--- src/rtl/psum_stream_accumulator_pkg.sv ---
// Shared sizing helpers for the partial-sum datapath (also used by adder_tree).
package psum_stream_accumulator_pkg;

  // Ceiling log2; clog2(1) = 0.
  function automatic int clog2(input int value);
    int r;
    int v;
    r = 0;
    v = value - 1;
    while (v > 0) begin
      r = r + 1;
      v = v >> 1;
    end
    return r;
  endfunction

  // Width needed to hold acc_count unsigned in_width-bit values without wrapping.
  function automatic int acc_width(input int in_width, input int acc_count);
    return in_width + clog2(acc_count);
  endfunction

  // Counter width for a 0..n-1 counter, never narrower than one bit.
  function automatic int cnt_width(input int n);
    return (n <= 1) ? 1 : clog2(n);
  endfunction

endpackage

--- src/rtl/psum_stream_accumulator_requant_sat.sv ---
// Combinational requantiser: optional round-half-up, right shift, unsigned saturate.
module requant_sat #(
  parameter int ACC_W     = 20,
  parameter int SHIFT     = 8,
  parameter int ROUND     = 1,
  parameter int OUT_WIDTH = 8
) (
  input  logic [ACC_W-1:0]     sum,
  output logic [OUT_WIDTH-1:0] pix,
  output logic                 sat
);

  // Internal width: one guard bit above ACC_W so sum + rounding constant never
  // wraps, widened further if the output is wider than that.
  localparam int QW = ((ACC_W + 1) > OUT_WIDTH) ? (ACC_W + 1) : OUT_WIDTH;
  localparam logic [QW-1:0] RND =
    (ROUND != 0 && SHIFT > 0) ? (QW'(1) << ((SHIFT > 0) ? SHIFT - 1 : 0)) : '0;

  logic [QW-1:0] ext;
  logic [QW-1:0] q;

  // Round, shift, then clamp anything above the output range to all-ones.
  always_comb begin
    ext = QW'(sum) + RND;
    q   = ext >> SHIFT;
    sat = (q >> OUT_WIDTH) != '0;
    pix = sat ? '1 : q[OUT_WIDTH-1:0];
  end

endmodule

--- src/rtl/psum_stream_accumulator.sv ---
// Accumulates ACC_COUNT partial-sum beats per pixel, requantises, and streams
// pixels out with tlast every ROW_LEN pixels.
//
// Handshake: both streams are AXI-Stream. A transfer happens on a clock edge
// where valid && ready are both high. Once m_axis_tvalid is raised, data and
// tlast hold until the transfer. s_axis_tready only drops for the final beat
// of a pixel while an unaccepted pixel still occupies the output register.
module psum_stream_accumulator
  import psum_stream_accumulator_pkg::*;
#(
  parameter int IN_WIDTH  = 18,
  parameter int ACC_COUNT = 3,
  parameter int SHIFT     = 8,
  parameter int ROUND     = 1,
  parameter int OUT_WIDTH = 8,
  parameter int ROW_LEN   = 16
) (
  input  logic                 clk,
  input  logic                 rstn,
  input  logic [IN_WIDTH-1:0]  s_axis_tdata,
  input  logic                 s_axis_tvalid,
  output logic                 s_axis_tready,
  output logic [OUT_WIDTH-1:0] m_axis_tdata,
  output logic                 m_axis_tvalid,
  output logic                 m_axis_tlast,
  input  logic                 m_axis_tready,
  output logic                 sat_flag
);

  localparam int ACC_W = acc_width(IN_WIDTH, ACC_COUNT);
  localparam int BW    = cnt_width(ACC_COUNT);
  localparam int CW    = cnt_width(ROW_LEN);
  localparam logic [BW-1:0] LAST_BEAT = BW'(ACC_COUNT - 1);
  localparam logic [CW-1:0] LAST_COL  = CW'(ROW_LEN - 1);

  logic [BW-1:0]        beat_cnt;
  logic [CW-1:0]        col_cnt;
  logic [ACC_W-1:0]     acc;
  logic [ACC_W-1:0]     sum;
  logic                 last_beat;
  logic                 accept;
  logic                 final_accept;
  logic [OUT_WIDTH-1:0] pix;
  logic                 pix_sat;

  assign last_beat     = (beat_cnt == LAST_BEAT);
  assign s_axis_tready = !last_beat || !m_axis_tvalid || m_axis_tready;
  assign accept        = s_axis_tvalid && s_axis_tready;
  assign final_accept  = accept && last_beat;

  // The first beat of a pixel starts from zero; with ACC_COUNT==1 every beat
  // is both first and final, so this also covers the single-beat case.
  assign sum = ((beat_cnt == '0) ? '0 : acc) + ACC_W'(s_axis_tdata);

  requant_sat #(
    .ACC_W     (ACC_W),
    .SHIFT     (SHIFT),
    .ROUND     (ROUND),
    .OUT_WIDTH (OUT_WIDTH)
  ) u_requant (
    .sum (sum),
    .pix (pix),
    .sat (pix_sat)
  );

  // Beat counter, running sum and output column counter.
  always_ff @(posedge clk) begin
    if (!rstn) begin
      beat_cnt <= '0;
      col_cnt  <= '0;
      acc      <= '0;
    end else if (accept) begin
      if (last_beat) begin
        beat_cnt <= '0;
        col_cnt  <= (col_cnt == LAST_COL) ? '0 : col_cnt + 1'b1;
      end else begin
        acc      <= sum;
        beat_cnt <= beat_cnt + 1'b1;
      end
    end
  end

  // Output register: loads on a final beat (even while the previous pixel is
  // being taken), otherwise clears valid once downstream accepts.
  always_ff @(posedge clk) begin
    if (!rstn) begin
      m_axis_tdata  <= '0;
      m_axis_tvalid <= 1'b0;
      m_axis_tlast  <= 1'b0;
      sat_flag      <= 1'b0;
    end else if (final_accept) begin
      m_axis_tdata  <= pix;
      m_axis_tvalid <= 1'b1;
      m_axis_tlast  <= (col_cnt == LAST_COL);
      if (pix_sat) sat_flag <= 1'b1;
    end else if (m_axis_tready) begin
      m_axis_tvalid <= 1'b0;
    end
  end

endmodule

--- config.mk ---
export PLATFORM = sky130hd
export DESIGN_NAME = psum_stream_accumulator
export DESIGN_NICKNAME = d
export VERILOG_FILES = /design/src/rtl/psum_stream_accumulator_pkg.sv /design/src/rtl/psum_stream_accumulator_requant_sat.sv /design/src/rtl/psum_stream_accumulator.sv
export SDC_FILE = /design/constraint.sdc
export NUM_CORES = 1
export LEC_CHECK = 0
export CELL_PAD_IN_SITES_DETAIL_PLACEMENT = 2
export CELL_PAD_IN_SITES_GLOBAL_PLACEMENT = 2
export CORE_AREA = 2 2 95 97
export CTS_CLUSTER_SIZE = 8
export DETAILED_ROUTE_END_ITERATION = 16
export DIE_AREA = 0 0 97 99
export PLACE_DENSITY_LB_ADDON = 0.1
export SLEW_MARGIN = 20
export SYNTH_ARGS = -nofsm -noshare
export SYNTH_HDL_FRONTEND = slang
export SYNTH_HIERARCHICAL = 1
export SYNTH_SLANG_ARGS = --single-unit
--- constraint.sdc ---
create_clock -name clk -period 5.2 [get_ports clk]
set_input_delay 0.78 -clock clk [delete_from_list [all_inputs] [get_ports clk]]
set_output_delay 0.78 -clock clk [all_outputs]
set_load 0.05 [all_outputs]
==> reports/results.ini, run 1 <==
[setup_path]
crit_buf_inv=2
r2r-end=sat_flag
path_class=reg2reg
critPathTopFamily=simple AND/OR/NAND/NOR gates
crit_required_ns=5.35
cp-start-kind=flop
crit_fanout=20
cp_cell_sequence=nor2_1, buf_4, nor2b_1, ha_1, fa_1, a21oi_1, nand4b_1, a21boi_1, o21ai_0, nor2b_1, xnor2_1, and3_1, nand4_4, mux2i_4, inv_1, a21oi_1, nor2_1
critPathArrivalTime_ns=4.28
cpPeakStageDelay_ns=0.41
r2r_start=beat_cnt[0]
cp-end-kind=flop
cp_slowest_cell=fa_1
r2r_setup_slack_ns=1.07
r2r_cells=17

[pwr]
p_per_area_nw_per_um2=232.0
leakagePower_uw=0.001313
ir_drop_mv=0.1232
power_uw=794.0

[synthesis]
yosys.area_share.simple=0.2815
avgSynthCellArea_um2=7.813
synth_xor_xnor_area_share=0.06857
async_flop_share=0
synth_compound_area_frac=0.2304
synthMuxAreaShare=0.02215
synthFlopType=dfxtp_1
synth_area_um2=2938
synthAdderAreaFrac=0.09199
seq_area_frac_synth=0.2521
synth_top_family_by_area=simple AND/OR/NAND/NOR gates
synthesis.nets=419
synth-edff-count=0
ys_types=67
synthCells=376
yosysWarningCount=6
ys_ff_latch=37

[clocking]
clk_latency_ns=0.29
hold_buffers=0
cts.sinks=37
cts_setup_buffers=0
cts_resized=0
cts_root_buffer=clkbuf_8
clkTransAtPathRegs_ns=0.09
cts_tree=built
htreeDepth=2
clk_path_buf_depth=2
cts_made_buffers=5

[detailed_routing]
firstDrtPassIters=4
vias_per_cell=5.481
routed_wl_mm=8.777
post_drt_wl_per_cell_um=17.31
drtIter0Drc=71
drc=0
vias=2779
drtAntennaViolNets=0

[grt]
antenna_found_initial=0
grt_max_degree=33
grt_usage=0.1870
grt_pass1_vias=3019
grt_pass1_wl_mm=14.87
overflow=0

[sta]
finalHoldViolations=0
rsz0062_at_grt=no
fin_skew_ns=0.002703
finalCritPeriodShare=0.7935
setup_tns_ns=0
setup_viol=0
slew_viol_final=0
timing.fmax_mhz=242.3
tightest_slew_ns=0.9929
whs_ns=0.4571
slew_headroom=0.3340
period_minus_slack_ns=4.126

[floorplan]
dieHeight_um=99
num_rows=34
core_um2=8551
die_w_um=97
start_util=0.3436
io_pins=34
design.die.area_um2=9603

[hold_path]
hold_depth=2
worst_hold_path.endpoint=acc[4]
min_path_type=reg2reg
hp-start=acc[4]

[layout]
area_growth_pct=16.48
fin_nets=441
drive_gt1_frac=0.06767
final_area_um2=3422
nFillCells=1000
n_antenna_cell=0

[place]
io_buffer_count=33
hpwl_mm=6.397
dpl_cell_area_um2=3307
gp_congestion=0.7604

[outcome]
status=finished, final reports clean

[job]
maxCapViolations=0

worst min-delay path, cell delays in order, from the launching register on:
cell and delay [ns]:
dfxtp_1 0.32, nand2_1 0.05, a21oi_1 0.05
metrics by stage:
step / cells / utilization / setup WS (ns)
after floorplan: 376 / - / 1.732
after global placement: 499 / 0.3867 / 0.9629
after detailed placement: 499 / 0.3867 / 0.8110
after CTS: 507 / 0.4002 / 1.010
after global routing: 507 / 0.4002 / 0.7018
final: 507 / 0.4002 / 1.074
metal layers:
metal	vias up	global-route usage	share of wire
met5	-	0	0
met4	0	0.04659	0.011
met3	8	0.02695	0.020
met2	27	0.3515	0.52
met1	1366	0.2232	0.45
li1	1378	-	-
state kept, by name, summed over array words and instances, names as in the netlist:
name,count
beat_cnt,2
sat_flag,1
col_cnt,4
m_axis_tvalid,1
m_axis_tdata,8
m_axis_tlast,1
acc,20
worst max path at each step:
stage / slack [ns] / to / start / cells after the start
final: 1.07 / sat_flag / beat_cnt[0] / 17
after global routing: 0.70 / sat_flag / beat_cnt[0] / 17
after CTS: 1.01 / sat_flag / beat_cnt[0] / 17
after detailed placement: 0.81 / sat_flag / s_axis_tdata[0] / 15
after global placement: 0.96 / sat_flag / s_axis_tdata[0] / 15
after floorplan: 1.73 / sat_flag / beat_cnt[0] / 19
synth_stat cells, types with 2 or more instances:
master	number	area (um^2)
and3_1	8	50.05
xnor2_1	14	122.6
nor2_1	16	60.06
nor2b_1	20	125.1
o2111ai_1	2	17.52
o211ai_1	6	45.04
nand3b_1	2	15.01
mux2i_1	2	20.02
o21a_1	2	15.01
o211a_1	2	20.02
o211ai_2	2	25.02
nand3_1	15	75.07
o21ai_1	5	25.02
dfxtp_1	37	740.7
nand2_1	57	214.0
nor3_1	8	40.04
a31oi_1	2	12.51
a21o_1	6	45.04
a211oi_2	2	25.02
a21oi_1	40	200.2
nand4_1	6	37.54
xor2_1	9	78.83
o21ai_0	9	45.04
or3b_1	3	26.28
and2_1	5	31.28
buf_2	4	20.02
o31a_1	3	26.28
ha_1	20	250.2
nand2b_1	5	31.28
clkbuf_8	2	27.53
clkbuf_1	12	45.04
inv_1	11	41.29
or3_1	3	18.77
a211oi_1	2	15.01
and4_1	2	17.52
cells by family after synthesis:
| logic type | count (synthesis) |
|---|---|
| mux | 5 |
| xor+xnor | 23 |
| compound gates | 99 |
| flops | 37 |
| simple gates | 159 |
| fa+ha+maj | 21 |
| buf+inv | 32 |
where the power goes:
part	leakage, uW	internal (uW)	switching (uW)
logic	0.000956	89.5	133
registers	0.000302	299	8.48
clock network	0.0000543	144	121
layout by cell type (no fill, tap or decap), drive strengths merged, types with 3 or more instances in the layout:
cell           synthesis  layout
or3b                   3       3
a21o                   6       6
xnor2                 14      14
and3                   9       9
nor3                   8       8
nand3                 15      15
nor2                  17      17
o31a                   3       3
and2                   6       6
nand2b                 5       5
nand4                  7       7
a211oi                 4       4
clkbuf                14       5
xor2                   9       9
nand2                 57      57
mux2i                  3       3
clkdlybuf4s50          0      33
o21ai                 15      15
ha                    20      20
nor2b                 20      20
a21oi                 41      41
a31oi                  3       3
dfxtp                 37      37
or3                    4       4
inv                   12      11
o211ai                 8       8
layout make-up:
cell class / instances / area [um^2] / area share
Clock buffer: 5 / 68.82 / 0.02011
Sequential cell: 37 / 740.7 / 0.2165
Clock inverter: 3 / 46.29 / 0.01353
Tap cell: 108 / 135.1 / 0.03949
Timing Repair Buffer: 35 / 345.3 / 0.1009
Multi-Input combinational cell: 307 / 2041 / 0.5963
Inverter: 12 / 45.04 / 0.01316
No activity file was read; power rests on OpenSTA's default activity.
==> run 2: changes to the inputs <==
Settings changed: CORE_AREA 2 2 95 97 to 2 2 102 104, DIE_AREA 0 0 97 99 to 0 0 104 106.
Clock period 5.2 ns to 3.59 ns, I/O delays scaled along.
==> run 2 against run 1 <==
Fmax increased by 21%. Design area grew 19%. Power increased by 57%. Sequential power up 45%. Critical endpoint unchanged. Largest power group unchanged. Worst hold slack got worse by 0.00081 ns. Clock skew increased by 0.0022 ns. Critical path type unchanged. Non-clock buffer count rose by 63. Largest cell class unchanged. Global-route usage shrank 0.34 points. Register-to-register slack lost 0.89 ns. Combinational power grew 93%.
==> reports/results.ini, run 2 (synthesis gave the netlist of run 1 again) <==
[outcome]
status=finished, final reports clean

[setup_path]
cp_cell_sequence=nor2_4, clkbuf_4, nor2b_1, ha_1, a21o_1, and2_2, a31oi_2, o21ai_2, buf_4, a31oi_1, xnor2_2, nand4_4, mux2i_4, inv_1, a21oi_1, nor2_1
r2r-end=sat_flag
cp-end-kind=flop
r2r_setup_slack_ns=0.18
r2r_cells=16
critPathArrivalTime_ns=3.61
r2r_start=beat_cnt[1]
cp-start-kind=flop
crit_fanout=6
path_class=reg2reg
cp_slowest_cell=dfxtp_1
crit_required_ns=3.79
cpPeakStageDelay_ns=0.34

[detailed_routing]
firstDrtPassIters=4
vias_per_cell=5.191
post_drt_wl_per_cell_um=17.37
routed_wl_mm=10.39
drtAntennaViolNets=0
drtIter0Drc=69
drc=0
vias=3104

[layout]
drive_gt1_frac=0.2381
largest-register=acc
nFillCells=1161
reg.largest.list=acc: 20 flops, m_axis_tdata: 8 flops, col_cnt: 4 flops
fin_nets=505
n_antenna_cell=0
post-route-util=0.4059
layout_common_cells=buf_4, nand2_1, dfxtp_1
multi_input_area_um2=2165
largest_register_ffs=20
final_common_cell=buf_4
regArea_um2=740.7
area_growth_pct=38.16

[floorplan]
num_rows=37
io_pins=34
dieHeight_um=106
die_w_um=104
start_util=0.2938
core_um2=10000
design.die.area_um2=11020

[hold_path]
hold_depth=2
hp-start=acc[0]
min_path_type=reg2reg
worst_hold_path.endpoint=acc[0]

[sta]
timing.fmax_mhz=293.2
fin_ws_ns=0.1788
tightest_slew_ns=0.6694
finalCritPeriodShare=0.9502
slew_headroom=0.5490
slew_viol_final=0
fin_skew_ns=0.004949
finalHoldViolations=0
setup_viol=0
whs_ns=0.4563
period_minus_slack_ns=3.411

[place]
io_buffer_count=33
gp_congestion=0.7725
place_ws_ns=-0.2246
hpwl_mm=7.580

[clocking]
clkTransAtPathRegs_ns=0.08
cts_root_buffer=clkbuf_8
htreeDepth=2
clk_path_buf_depth=2
cts.sinks=37
cts_tree=built
clk_latency_ns=0.30
cts_made_buffers=5

[pwr]
leakagePower_uw=0.001677
p_per_area_nw_per_um2=307.5
ir_drop_mv=0.1184
power_uw=1248

[grt]
grt_pass1_wl_mm=16.29
grt_usage=0.1836
grt_pass1_vias=3324
grt_max_degree=20
overflow=0
antenna_found_initial=0

[job]
maxCapViolations=0

==> run 2: final cells by class <==
| cell class | count | area share |
|---|---|---|
| Clock buffer | 5 | 0.01695 |
| Clock inverter | 2 | 0.008631 |
| Inverter | 12 | 0.01110 |
| Multi-Input combinational cell | 308 | 0.5333 |
| Sequential cell | 37 | 0.1825 |
| Tap cell | 136 | 0.04192 |
| Timing Repair Buffer | 98 | 0.2056 |
==> run 2: worst max-delay path, delay by kind of cell (launching register included) <==
kind	cells	cell delay, ns
DFF	1	0.34
adders and majority gates	1	0.29
and+or+nand+nor	5	0.71
xor gates and xnor gates	1	0.20
buffers and inverters	3	0.49
AOI/OAI and AO/OA	5	1.00
muxes	1	0.27
==> run 2: power by group <==
| part | total [uW] | switching, uW | internal, uW | leakage (uW) |
|---|---|---|---|---|
| Combinational | 429 | 229 | 201 | 0.00132 |
| Clock | 375 | 173 | 202 | 0.0000540 |
| Sequential | 444 | 11.2 | 432 | 0.000302 |
==> run 2: per-layer routing <==
metal	global-route usage	wire, um	up-vias
li1	-	-	1509
met1	0.2124	4423	1547
met2	0.3534	5552	34
met3	0.02207	228	14
met4	0.05212	184	0
met5	0	0	-
==> run 2: worst max path at each step <==
stage	start	to	slack, ns	cells past startpoint
global placement	s_axis_tdata[0]	m_axis_tdata[0]	-0.12	15
floorplan	beat_cnt[0]	sat_flag	0.12	19
CTS	beat_cnt[0]	sat_flag	0.007	17
global route	beat_cnt[1]	m_axis_tdata[7]	-0.05	18
finish	beat_cnt[1]	sat_flag	0.18	16
detailed placement	s_axis_tdata[0]	sat_flag	-0.22	15
==> run 2: repair_timing <==
item                                    in CTS  in global routing
buffers inserted                             0                  5
hold buffers                                 0                  0
resized for setup                            0                 28
endpoints found under the setup margin       0                  9
==> run 2: stage by stage <==
stage | TNS, ns | instance area (um^2) | std cells
global placement | -0.9086 | 3782 | 584
detailed placement | -1.606 | 3782 | 584
global route | -0.1807 | 4059 | 598
floorplan | 0 | 2938 | 376
finish | 0 | 4059 | 598
CTS | 0 | 3886 | 591
==> run 3: changes to the inputs <==
--- a/constraint.sdc
+++ b/constraint.sdc
@@ -3,2 +3,2 @@
 set_output_delay 0.5385 -clock clk [all_outputs]
-set_load 0.05 [all_outputs]
+set_load 0.01 [all_outputs]
==> results of run 3 <==
The final DEF is identical to that of run 2. Status: finished, final reports clean.
Among the figures that moved: total power 1248 uW -> 1240 uW
